===== src/rtl/arith_pkg.sv =====
// Shared arithmetic types and widths for the ALU datapath slices.
package arith_pkg;

  localparam int unsigned W    = 64;
  localparam int unsigned HALF = 32;

  typedef logic [63:0] word_t;
  typedef logic [31:0] half_t;

endpackage


===== src/rtl/rca_32.sv =====
// 32-bit ripple-carry adder slice: {cout, sum} = a + b + cin.
module rca_32
  import arith_pkg::*;
(
  input  half_t a,
  input  half_t b,
  input  logic  cin,
  output half_t sum,
  output logic  cout
);

  logic carry;

  always_comb begin
    sum   = '0;
    carry = cin;
    for (int i = 0; i < HALF; i++) begin
      sum[i] = a[i] ^ b[i] ^ carry;
      carry  = (a[i] & b[i]) | (a[i] & carry) | (b[i] & carry);
    end
    cout = carry;
  end

endmodule


===== src/rtl/sub_pipe_64.sv =====
// Two-stage 64-bit subtractor (A - B) with valid/ready on both sides, borrow and signed overflow.
module sub_pipe_64
  import arith_pkg::*;
#(
  parameter int unsigned W = 64
) (
  input  logic  clk,
  input  logic  rst,
  input  logic  in_valid,
  output logic  in_ready,
  input  word_t A,
  input  word_t B,
  output logic  out_valid,
  input  logic  out_ready,
  output word_t DIFF,
  output logic  BORROW,
  output logic  OVF
);

  if (W != 64) begin : g_width_check
    $error("sub_pipe_64 only supports W == 64");
  end

  logic  s1_valid;
  half_t lo_diff;
  logic  c32;
  half_t a_hi;
  half_t nb_hi;
  logic  a63;
  logic  b63;

  logic  s2_ready;
  logic  accept;
  logic  advance;

  half_t b_inv_lo;
  half_t lo_sum;
  logic  lo_cout;
  half_t hi_sum;
  logic  hi_cout;

  assign s2_ready = !out_valid || out_ready;
  assign in_ready = !s1_valid || s2_ready;
  assign accept   = in_valid && in_ready;
  assign advance  = s1_valid && s2_ready;

  // Two's-complement subtraction: A + ~B + 1, carry-in of 1 on the low half.
  assign b_inv_lo = ~B[HALF-1:0];

  rca_32 u_lo (
    .a    (A[HALF-1:0]),
    .b    (b_inv_lo),
    .cin  (1'b1),
    .sum  (lo_sum),
    .cout (lo_cout)
  );

  rca_32 u_hi (
    .a    (a_hi),
    .b    (nb_hi),
    .cin  (c32),
    .sum  (hi_sum),
    .cout (hi_cout)
  );

  always_ff @(posedge clk or posedge rst) begin
    if (rst) begin
      s1_valid <= 1'b0;
      lo_diff  <= '0;
      c32      <= 1'b0;
      a_hi     <= '0;
      nb_hi    <= '0;
      a63      <= 1'b0;
      b63      <= 1'b0;
    end else if (accept) begin
      s1_valid <= 1'b1;
      lo_diff  <= lo_sum;
      c32      <= lo_cout;
      a_hi     <= A[W-1:HALF];
      nb_hi    <= ~B[W-1:HALF];
      a63      <= A[W-1];
      b63      <= B[W-1];
    end else if (advance) begin
      s1_valid <= 1'b0;
    end
  end

  // Output registers only load on advance, so they hold steady under backpressure.
  always_ff @(posedge clk or posedge rst) begin
    if (rst) begin
      out_valid <= 1'b0;
      DIFF      <= '0;
      BORROW    <= 1'b0;
      OVF       <= 1'b0;
    end else if (advance) begin
      out_valid <= 1'b1;
      DIFF      <= {hi_sum, lo_diff};
      BORROW    <= ~hi_cout;
      OVF       <= (a63 != b63) && (hi_sum[HALF-1] != a63);
    end else if (out_ready) begin
      out_valid <= 1'b0;
    end
  end

endmodule


===== config.mk =====
export PLATFORM = sky130hd
export DESIGN_NAME = sub_pipe_64
export DESIGN_NICKNAME = d
export VERILOG_FILES = /design/src/rtl/arith_pkg.sv /design/src/rtl/rca_32.sv /design/src/rtl/sub_pipe_64.sv
export SDC_FILE = /design/constraint.sdc
export NUM_CORES = 1
export LEC_CHECK = 0
export CORE_ASPECT_RATIO = 1.75
export CORE_MARGIN = 5
export CORE_UTILIZATION = 36
export DETAILED_ROUTE_END_ITERATION = 10
export REMOVE_ABC_BUFFERS = 1
export SLEW_MARGIN = 20
export SYNTH_ARGS = -nofsm -noshare
export SYNTH_HDL_FRONTEND = slang
export SYNTH_SLANG_ARGS = --single-unit
export TNS_END_PERCENT = 30

===== constraint.sdc =====
create_clock -name clk -period 23.5 [get_ports clk]
set_input_delay 4.7 -clock clk [delete_from_list [all_inputs] [get_ports clk]]
set_output_delay 4.7 -clock clk [all_outputs]
set_load 0.01 [all_outputs]

* Word-level counts from Yosys, hierarchy flattened
Index checks and enable logic that the tools add are counted.
** Storage, ports and cells
- Word-level logic and storage cells :: 475
- Bits of input ports :: 132
- Output and inout port bits :: 68
- Register bits after elaboration :: 167
** Operators by class
- Bitwise operators :: 449
- Multiplexer cells :: 4
- Reduce and logical (&&, ||, !) cells :: 9
- Eq/ne operators :: 2
** Operators with widths (count)
- $and A1 B1 Y1 :: 190
- $or A1 B1 Y1 :: 128
- $xor A1 B1 Y1 :: 127
- $not A32 Y32 :: 2
- $mux W1 :: 4
- $reduce_bool A2 Y1 :: 2
- $logic_and A1 B1 Y1 :: 3
- $logic_not A1 Y1 :: 2
- $logic_or A1 B1 Y1 :: 2
- $ne A1 B1 Y1 :: 2
- $not A1 Y1 :: 2

* Logic depth before layout (Yosys ltp)
Gate-level depths: netlist of run 1.
- Depth after elaboration :: 97
- Mapped depth :: 37

* By module
Synthesis of run 1 repeated with hierarchy kept, for this count alone.
** Unflattened totals
- Cell total of the unflattened synthesis :: 514
- Area total of the unflattened synthesis :: 7953.9 um^2
** By module, submodules not included
- sub_pipe_64 :: instances 1, area each 6597.6 um^2, sequential area each 4154.0 um^2, cells each 430
- rca_32 :: instances 2, area each 678.2 um^2, sequential area each 0.0 um^2, cells each 42

* Worst setup path before layout of run 1
OpenSTA, ideal clock, no wires.
- Path type :: input to register
- Start :: input A[0]
- End :: register lo_diff[31]
- Arrival time :: 16.984 ns
- Stages on the path :: 35
- Path slack :: 6.391 ns
- Required time :: 23.375 ns
- Path through :: inv_1 -> ha_1 -> fa_1 -> fa_1 -> fa_1 -> fa_1 -> fa_1 -> fa_1 -> fa_1 -> fa_1 -> fa_1 -> fa_1 -> fa_1 -> fa_1 -> fa_1 -> fa_1 -> fa_1 -> fa_1 -> fa_1 -> fa_1 -> fa_1 -> fa_1 -> fa_1 -> fa_1 -> fa_1 -> fa_1 -> fa_1 -> fa_1 -> fa_1 -> fa_1 -> fa_1 -> fa_1 -> inv_1 -> fa_1 -> mux2_4
** On the way
- Cells in the longest elaborated chain, start to end :: 94
- Elaborated cells between the ends (all ways) :: 124
** RTL lines
- start: declaration :: RTL line sub_pipe_64.sv:11 : input word_t A,
- $and A1 B1 Y1 :: RTL line rca_32.sv:19 : carry = (a[i] & b[i]) | (a[i] & carry) | (b[i] & carry);
- $or A1 B1 Y1 * (2 in series) :: RTL line rca_32.sv:19
- $and A1 B1 Y1 :: RTL line rca_32.sv:19
- $or A1 B1 Y1 :: RTL line rca_32.sv:19
- $or A1 B1 Y1 * :: RTL line rca_32.sv:19
- $and A1 B1 Y1 :: RTL line rca_32.sv:19
- $or A1 B1 Y1 :: RTL line rca_32.sv:19
- $or A1 B1 Y1 * :: RTL line rca_32.sv:19
- [... 78 more ...]
- $and A1 B1 Y1 :: RTL line rca_32.sv:19
- $or A1 B1 Y1 :: RTL line rca_32.sv:19
- $or A1 B1 Y1 * :: RTL line rca_32.sv:19
- $and A1 B1 Y1 :: RTL line rca_32.sv:19
- $or A1 B1 Y1 :: RTL line rca_32.sv:19
- $or A1 B1 Y1 * :: RTL line rca_32.sv:19
- $xor A1 B1 Y1 * :: RTL line rca_32.sv:18 : sum[i] = a[i] ^ b[i] ^ carry;
- named net lo_sum[31] :: RTL line sub_pipe_64.sv:37 : half_t lo_sum;
- end signal: assignment :: RTL line sub_pipe_64.sv:77 : lo_diff <= lo_sum;
- end: declaration :: RTL line sub_pipe_64.sv:25 : half_t lo_diff;
Mark *: on every way through the listed nets, which the timed path passes. The rest lies on a longest branch.
A chain may end at the register's enable or synchronous reset.

* Worst setup path in the final report of run 1
Same ends and word-level chain as after synthesis.

==> impl_metrics.toml, run 1 <==
[clock_tree]
cts_buffer_depth = 2
holdBufCountCts = 0
cts_root_buf = "clkbuf_16"
cts_sinks = 166
cts_buffers = 17
cts_tree = "done"
ctsResizeCount = 0
ctsHtreeMaxLevel = 4
cts.clk_slew.worst_paths_ns = 0.06
insertion_delay_ns = 0.42
cts_setup_buffers = 0

[finish]
final_util_pct = 49.59
final_cell_mix = "198 x clkdlybuf4s50_1, 166 x dfrtp_1, 69 x a21oi_1"
n_antenna_cell = 0
drive_above_1_share_pct = 18.06
nNetsFinal = 926
n_fill_cell = 1884
final_common_cell = "clkdlybuf4s50_1"
area_growth_pct = 36.20

[grt]
grt_antenna_before_repair = 0
grt_pass1_vias = 5693
grt_usage_pct = 15.46
grt_pass1_wl_um = 29480
grt_max_degree = 104
grt-ovfl-total = 0

[timing]
whs_ns = 0.5045
slew_headroom_pct = 28.00
fin_ws_ns = 5.703
fin_worst_skew_ns = 0.01284
finalHoldViolations = 0
fin_crit_ns = 17.80
slew_viol_final = 0
setup_viol = 0
tightest_slew_ns = 1.076
fmax_mhz = 56.19
grt_setup_unrepaired = "false"
fin_setup_tns_ns = 0
fin_crit_sh_pct = 75.73

[critical_path]
worstSetupStartpointType = "input port"
required_ns = 23.81
crit_type = "in2reg"
crit_top_cell = "fa_1"
r2r_cells = 37
cp-end-kind = "flip-flop"
arrival_ns = 18.11
critPathSlowestCell = "clkdlybuf4s50_1"
cp_slowest_stage_delay_ns = 0.45
cp_max_fo = 1

[drt]
drcViolationCount = 0
via_count = 4779
wl_per_cell_um = 17.64
first_iter_violations = 175
via_per_inst = 4.622
dr.pass1.iters = 4
wirelength_um = 18240
ant_nets = 0

[synthesis]
ys_ff_latch = 166
syn_area_um2 = 7795
syn_inst = 534
synth_area_leaders = "dfrtp_1 53%, fa_1 16%, mux2_2 9.5%, mux2_4 6.0%, a21oi_1 4.4%"
synth_top_cell_area_share_pct = 53.29
postSynthAreaPerCell_um2 = 14.60
yosysTopAreaCell = "dfrtp_1"
yosysSeqAreaShare_pct = 53.29
yosysWarnings = 0
synth.distinct_cells = 20

[power_and_ir_drop]
p_leak_nw = 4.651
p_per_area_nw_per_um2 = 94.82
peakVddDrop_uv = 51.50
p_clk_share_pct = 28.3
sequentialPowerShare_pct = 40.9
intPower_mw = 0.7267
p_switching_mw = 0.2799
swShare_pct = 27.81
pwr-share-comb_pct = 30.8

[die]
die_h_um = 204.7
start_util_pct = 36.41
ios = 200
coreArea_um2 = 21410
core.rowCount = 71
die_w_um = 121.2
die-area_um2 = 24810

[worst_hold_path]
hold_depth = 1
holdCritPathClass = "reg2reg"

[placement]
dp_hpwl_um = 12860
pre_cts_ws_ns = 5.306
place_congestion = 0.7587
portBuffers = 199

[status]
outcome = "finished clean"

[flow_run]
cap_violations = 0
[critical path, delay by kind of cell]
family / cells / cell delay (ns)
adders and majority gates: 32 / 12.57
muxes: 1 / 0.26
buffers and inverters: 3 / 0.57
[kinds of logic after synthesis]
family	count (synthesis)	synth area share (%)
fa+ha+maj	64	16.34
buf+inv	93	5.522
flops	166	53.29
mux	127	19.36
compound gates	73	4.719
simple gates	11	0.7705
[synth_stat cells (all sizes together)]
| cell | count |
|---|---|
| dfrtp | 166 |
| nand2 | 3 |
| ha | 1 |
| nand2b | 4 |
| fa | 63 |
| clkbuf | 7 |
| nand3b | 1 |
| o21ai | 2 |
| inv | 67 |
| a31oi | 1 |
| buf | 19 |
| mux2i | 30 |
| mux2 | 97 |
| o22ai | 1 |
| a21oi | 69 |
| nand3 | 2 |
| and2 | 1 |
[layout make-up]
type	instances	area, µm²	share of cell area (%)
tap	292	365.4	3.441
clock buffer	23	478.0	4.502
multi-input combinational	275	3223	30.36
timing repair buffer	203	2017	19.00
sequential	166	4154	39.13
inverter	67	256.5	2.416
clock inverter	8	122.6	1.155
[metrics by stage]
stage | instance area [µm²] | cells | total power, mW
2_1_floorplan | 7616 | 508 | 0.5597
3_5_place_dp | 10020 | 1003 | 0.7357
5_1_grt | 10620 | 1034 | 1.069
3_3_place_gp | 10020 | 1003 | 0.7232
4_1_cts | 10620 | 1034 | 1.026
6_report | 10620 | 1034 | 1.007
[state kept, by name, indices dropped and copies added (netlist names)]
| name | count |
|---|---|
| c32 | 1 |
| out_valid | 1 |
| lo_diff | 32 |
| OVF | 1 |
| b63 | 1 |
| nb_hi | 32 |
| a_hi | 32 |
| s1_valid | 1 |
| DIFF | 64 |
| BORROW | 1 |
[path summary, 6_finish.rpt]
| path | startpoint | endpoint | slack, ns |
|---|---|---|---|
| setup / recovery | A[0] | lo_diff[31] | 5.70 |
| hold / removal | DIFF[30] | DIFF[30] | 0.50 |
| setup reg to reg | c32 | OVF | 9.50 |
| hold reg to reg | DIFF[30] | DIFF[30] | 0.50 |
| max in group asynchronous | rst | a_hi[25] | 17.24 |
| min in group asynchronous | rst | DIFF[43] | 4.86 |
[power groups by stage]
stage / Combinational (mW) / Sequential [mW] / Clock (mW)
after floorplan: 0.130 / 0.429 / 0
after global placement: 0.309 / 0.414 / 0
after detailed placement: 0.318 / 0.417 / 0
after CTS: 0.319 / 0.413 / 0.294
after global routing: 0.343 / 0.422 / 0.305
final: 0.310 / 0.412 / 0.285
[per-layer routing]
layer  part of all wire, %  wire [µm]  vias up  track usage (%)
met5                     0          0        -                0
met4                   1.4        263        0            4.968
met3                   5.9       1072       15            5.221
met2                    55      10070      146            27.99
met1                    37       6839     2482            16.87
li1                      -          -     2136                -
(Power assumes the default switching activity.)
==> run 2, diff against run 1 <==
==> constraint.sdc (replaced) <==
create_clock -name clk -period 17.05 [get_ports clk]
set_input_delay 3.41 -clock clk [delete_from_list [all_inputs] [get_ports clk]]
set_output_delay 3.41 -clock clk [all_outputs]
set_load 0.01 [all_outputs]
==> run 2 against run 1 <==
Effect of this change: worst setup slack worse by 5.1 ns; largest cell class unchanged; core utilization down 0.37 points; combinational power grew 38%; worst hold slack barely moved.
==> impl_metrics.toml, run 2 (same netlist as run 1, synthesis figures left out) <==
[finish]
regMostFlops = "DIFF"
final_common_cell = "clkdlybuf4s50_1"
final_area_um2 = 10540
final_cell_mix = "198 x clkdlybuf4s50_1, 166 x dfrtp_1, 69 x a21oi_1"
area_growth_pct = 35.18
n_antenna_cell = 0
n_fill_cell = 1931
drive_above_1_share_pct = 18.03
largest_reg_flops = 64
nNetsFinal = 926

[power_and_ir_drop]
intPower_mw = 0.9535
p_clk_share_pct = 25.6
peakVddDrop_uv = 68.46
p_leak_nw = 4.622
p_per_area_nw_per_um2 = 127.0
swShare_pct = 28.75
p_switching_mw = 0.3848
sequentialPowerShare_pct = 42.4
pwr-share-comb_pct = 32.0

[die]
die_h_um = 204.7
die_w_um = 121.2
start_util_pct = 36.41
core.rowCount = 71
ios = 200
die-area_um2 = 24810
coreArea_um2 = 21410

[worst_hold_path]
holdCritPathClass = "reg2reg"
hold_depth = 1
worstHoldStart = "DIFF[58]"
hold_end = "DIFF[58]"

[timing]
fin_crit_ns = 16.44
fin_worst_skew_ns = 0.006634
tightest_slew_ns = 1.096
slew_viol_final = 0
finalHoldViolations = 0
fin_setup_tns_ns = 0
setup_viol = 0
fin_crit_sh_pct = 96.44
grt_setup_unrepaired = "false"
fmax_mhz = 60.82
slew_headroom_pct = 26.69

[critical_path]
crit_start = "A[0]"
arrival_ns = 16.75
required_ns = 17.35
r2r_start = "c32"
cp-end-kind = "flip-flop"
cp_slowest_stage_delay_ns = 0.45
rrSetupSlack_ns = 3.04
critPathSlowestCell = "clkdlybuf4s50_1"
crit_top_cell = "fa_1"
worstSetupStartpointType = "input port"
r2r_cells = 37
worstReg2RegEnd = "OVF"
cp_max_fo = 1
crit_type = "in2reg"

[drt]
first_iter_violations = 216
wl_per_cell_um = 17.61
wirelength_um = 18230
via_per_inst = 4.635
ant_nets = 0
drcViolationCount = 0
dr.pass1.iters = 4
via_count = 4797

[clock_tree]
holdBufCountCts = 0
insertion_delay_ns = 0.42
cts_buffer_depth = 2
ctsResizeCount = 0
cts_tree = "done"
cts_root_buf = "clkbuf_16"
cts_buffers = 17
cts.clk_slew.worst_paths_ns = 0.06
ctsHtreeMaxLevel = 4
cts_sinks = 166
cts_setup_buffers = 0

[grt]
grt_usage_pct = 15.46
grt_antenna_before_repair = 0
met2_usage_pct = 27.97
grt_pass1_vias = 5689
grt-ovfl-total = 0
grt_util_met1_pct = 17.13
grt_pass1_wl_um = 29640
grt_max_degree = 104
busiest_layer = "met2"
grtUsageMet3_pct = 5.000

[placement]
postPlaceCellArea_um2 = 10020
place_congestion = 0.7543
portBuffers = 199
dp_hpwl_um = 12870

[flow_run]
cap_violations = 0

[status]
outcome = "finished clean"
run 2: changes by cell type in the layout (fill, tap and decap cells not counted), sizes merged:
cell,before,now
clkinv,2,7
clkinvlp,3,2
bufinv,3,0
run 2: layer usage:
layer  share of wire [%]  up-vias
met4                 1.6        0
met3                 5.9       16
met5                   0        -
li1                    -     2141
met1                  37     2503
met2                  55      137
run 2: per-stage QoR:
step                      hold WS (ns)  setup slack, ns  total power, mW  utilization, %  instances
after detailed placement        0.4945           0.2104            1.014           46.78       1003
after global routing            0.5253           0.1755            1.428           49.22       1035
after CTS                       0.5087           0.6205            1.367           49.22       1035
final                           0.5047           0.6069            1.338           49.22       1035
after global placement          0.4893           0.3130           0.9969           46.78       1003
after floorplan                 0.4780            1.226           0.7715               -        508
run 2: area by class of cell:
class	count	area (µm²)	area share, %
inverters	67	256.5	2.434
multi-input cells	275	3223	30.59
clock buffers	23	467.9	4.441
repair buffers	203	2017	19.14
flip-flops and latches	166	4154	39.42
well taps	292	365.4	3.467
clock inverters	9	53.80	0.5106
run 2: how the worst max path moves through the flow:
stage | end | slack (ns) | cells after the start
after floorplan | lo_diff[31] | 1.23 | 35
after global placement | lo_diff[31] | 0.31 | 36
after detailed placement | lo_diff[31] | 0.21 | 36
after CTS | lo_diff[31] | 0.62 | 36
after global routing | lo_diff[31] | 0.18 | 36
final | lo_diff[31] | 0.61 | 36
run 2: power groups by stage:
stage          registers [mW]  clock network (mW)  logic, mW
6_report                0.567               0.343      0.428
5_1_grt                 0.582               0.372      0.474
4_1_cts                 0.569               0.357      0.441
3_5_place_dp            0.575                   0      0.438
3_3_place_gp            0.571                   0      0.426
2_1_floorplan           0.592                   0      0.180
run 2: critical path, delay by kind of cell:
kind / cells / cell delay (ns)
adder cells (fa/ha/maj): 32 / 12.47
buffers and inverters: 3 / 0.58
multiplexers: 1 / 0.27
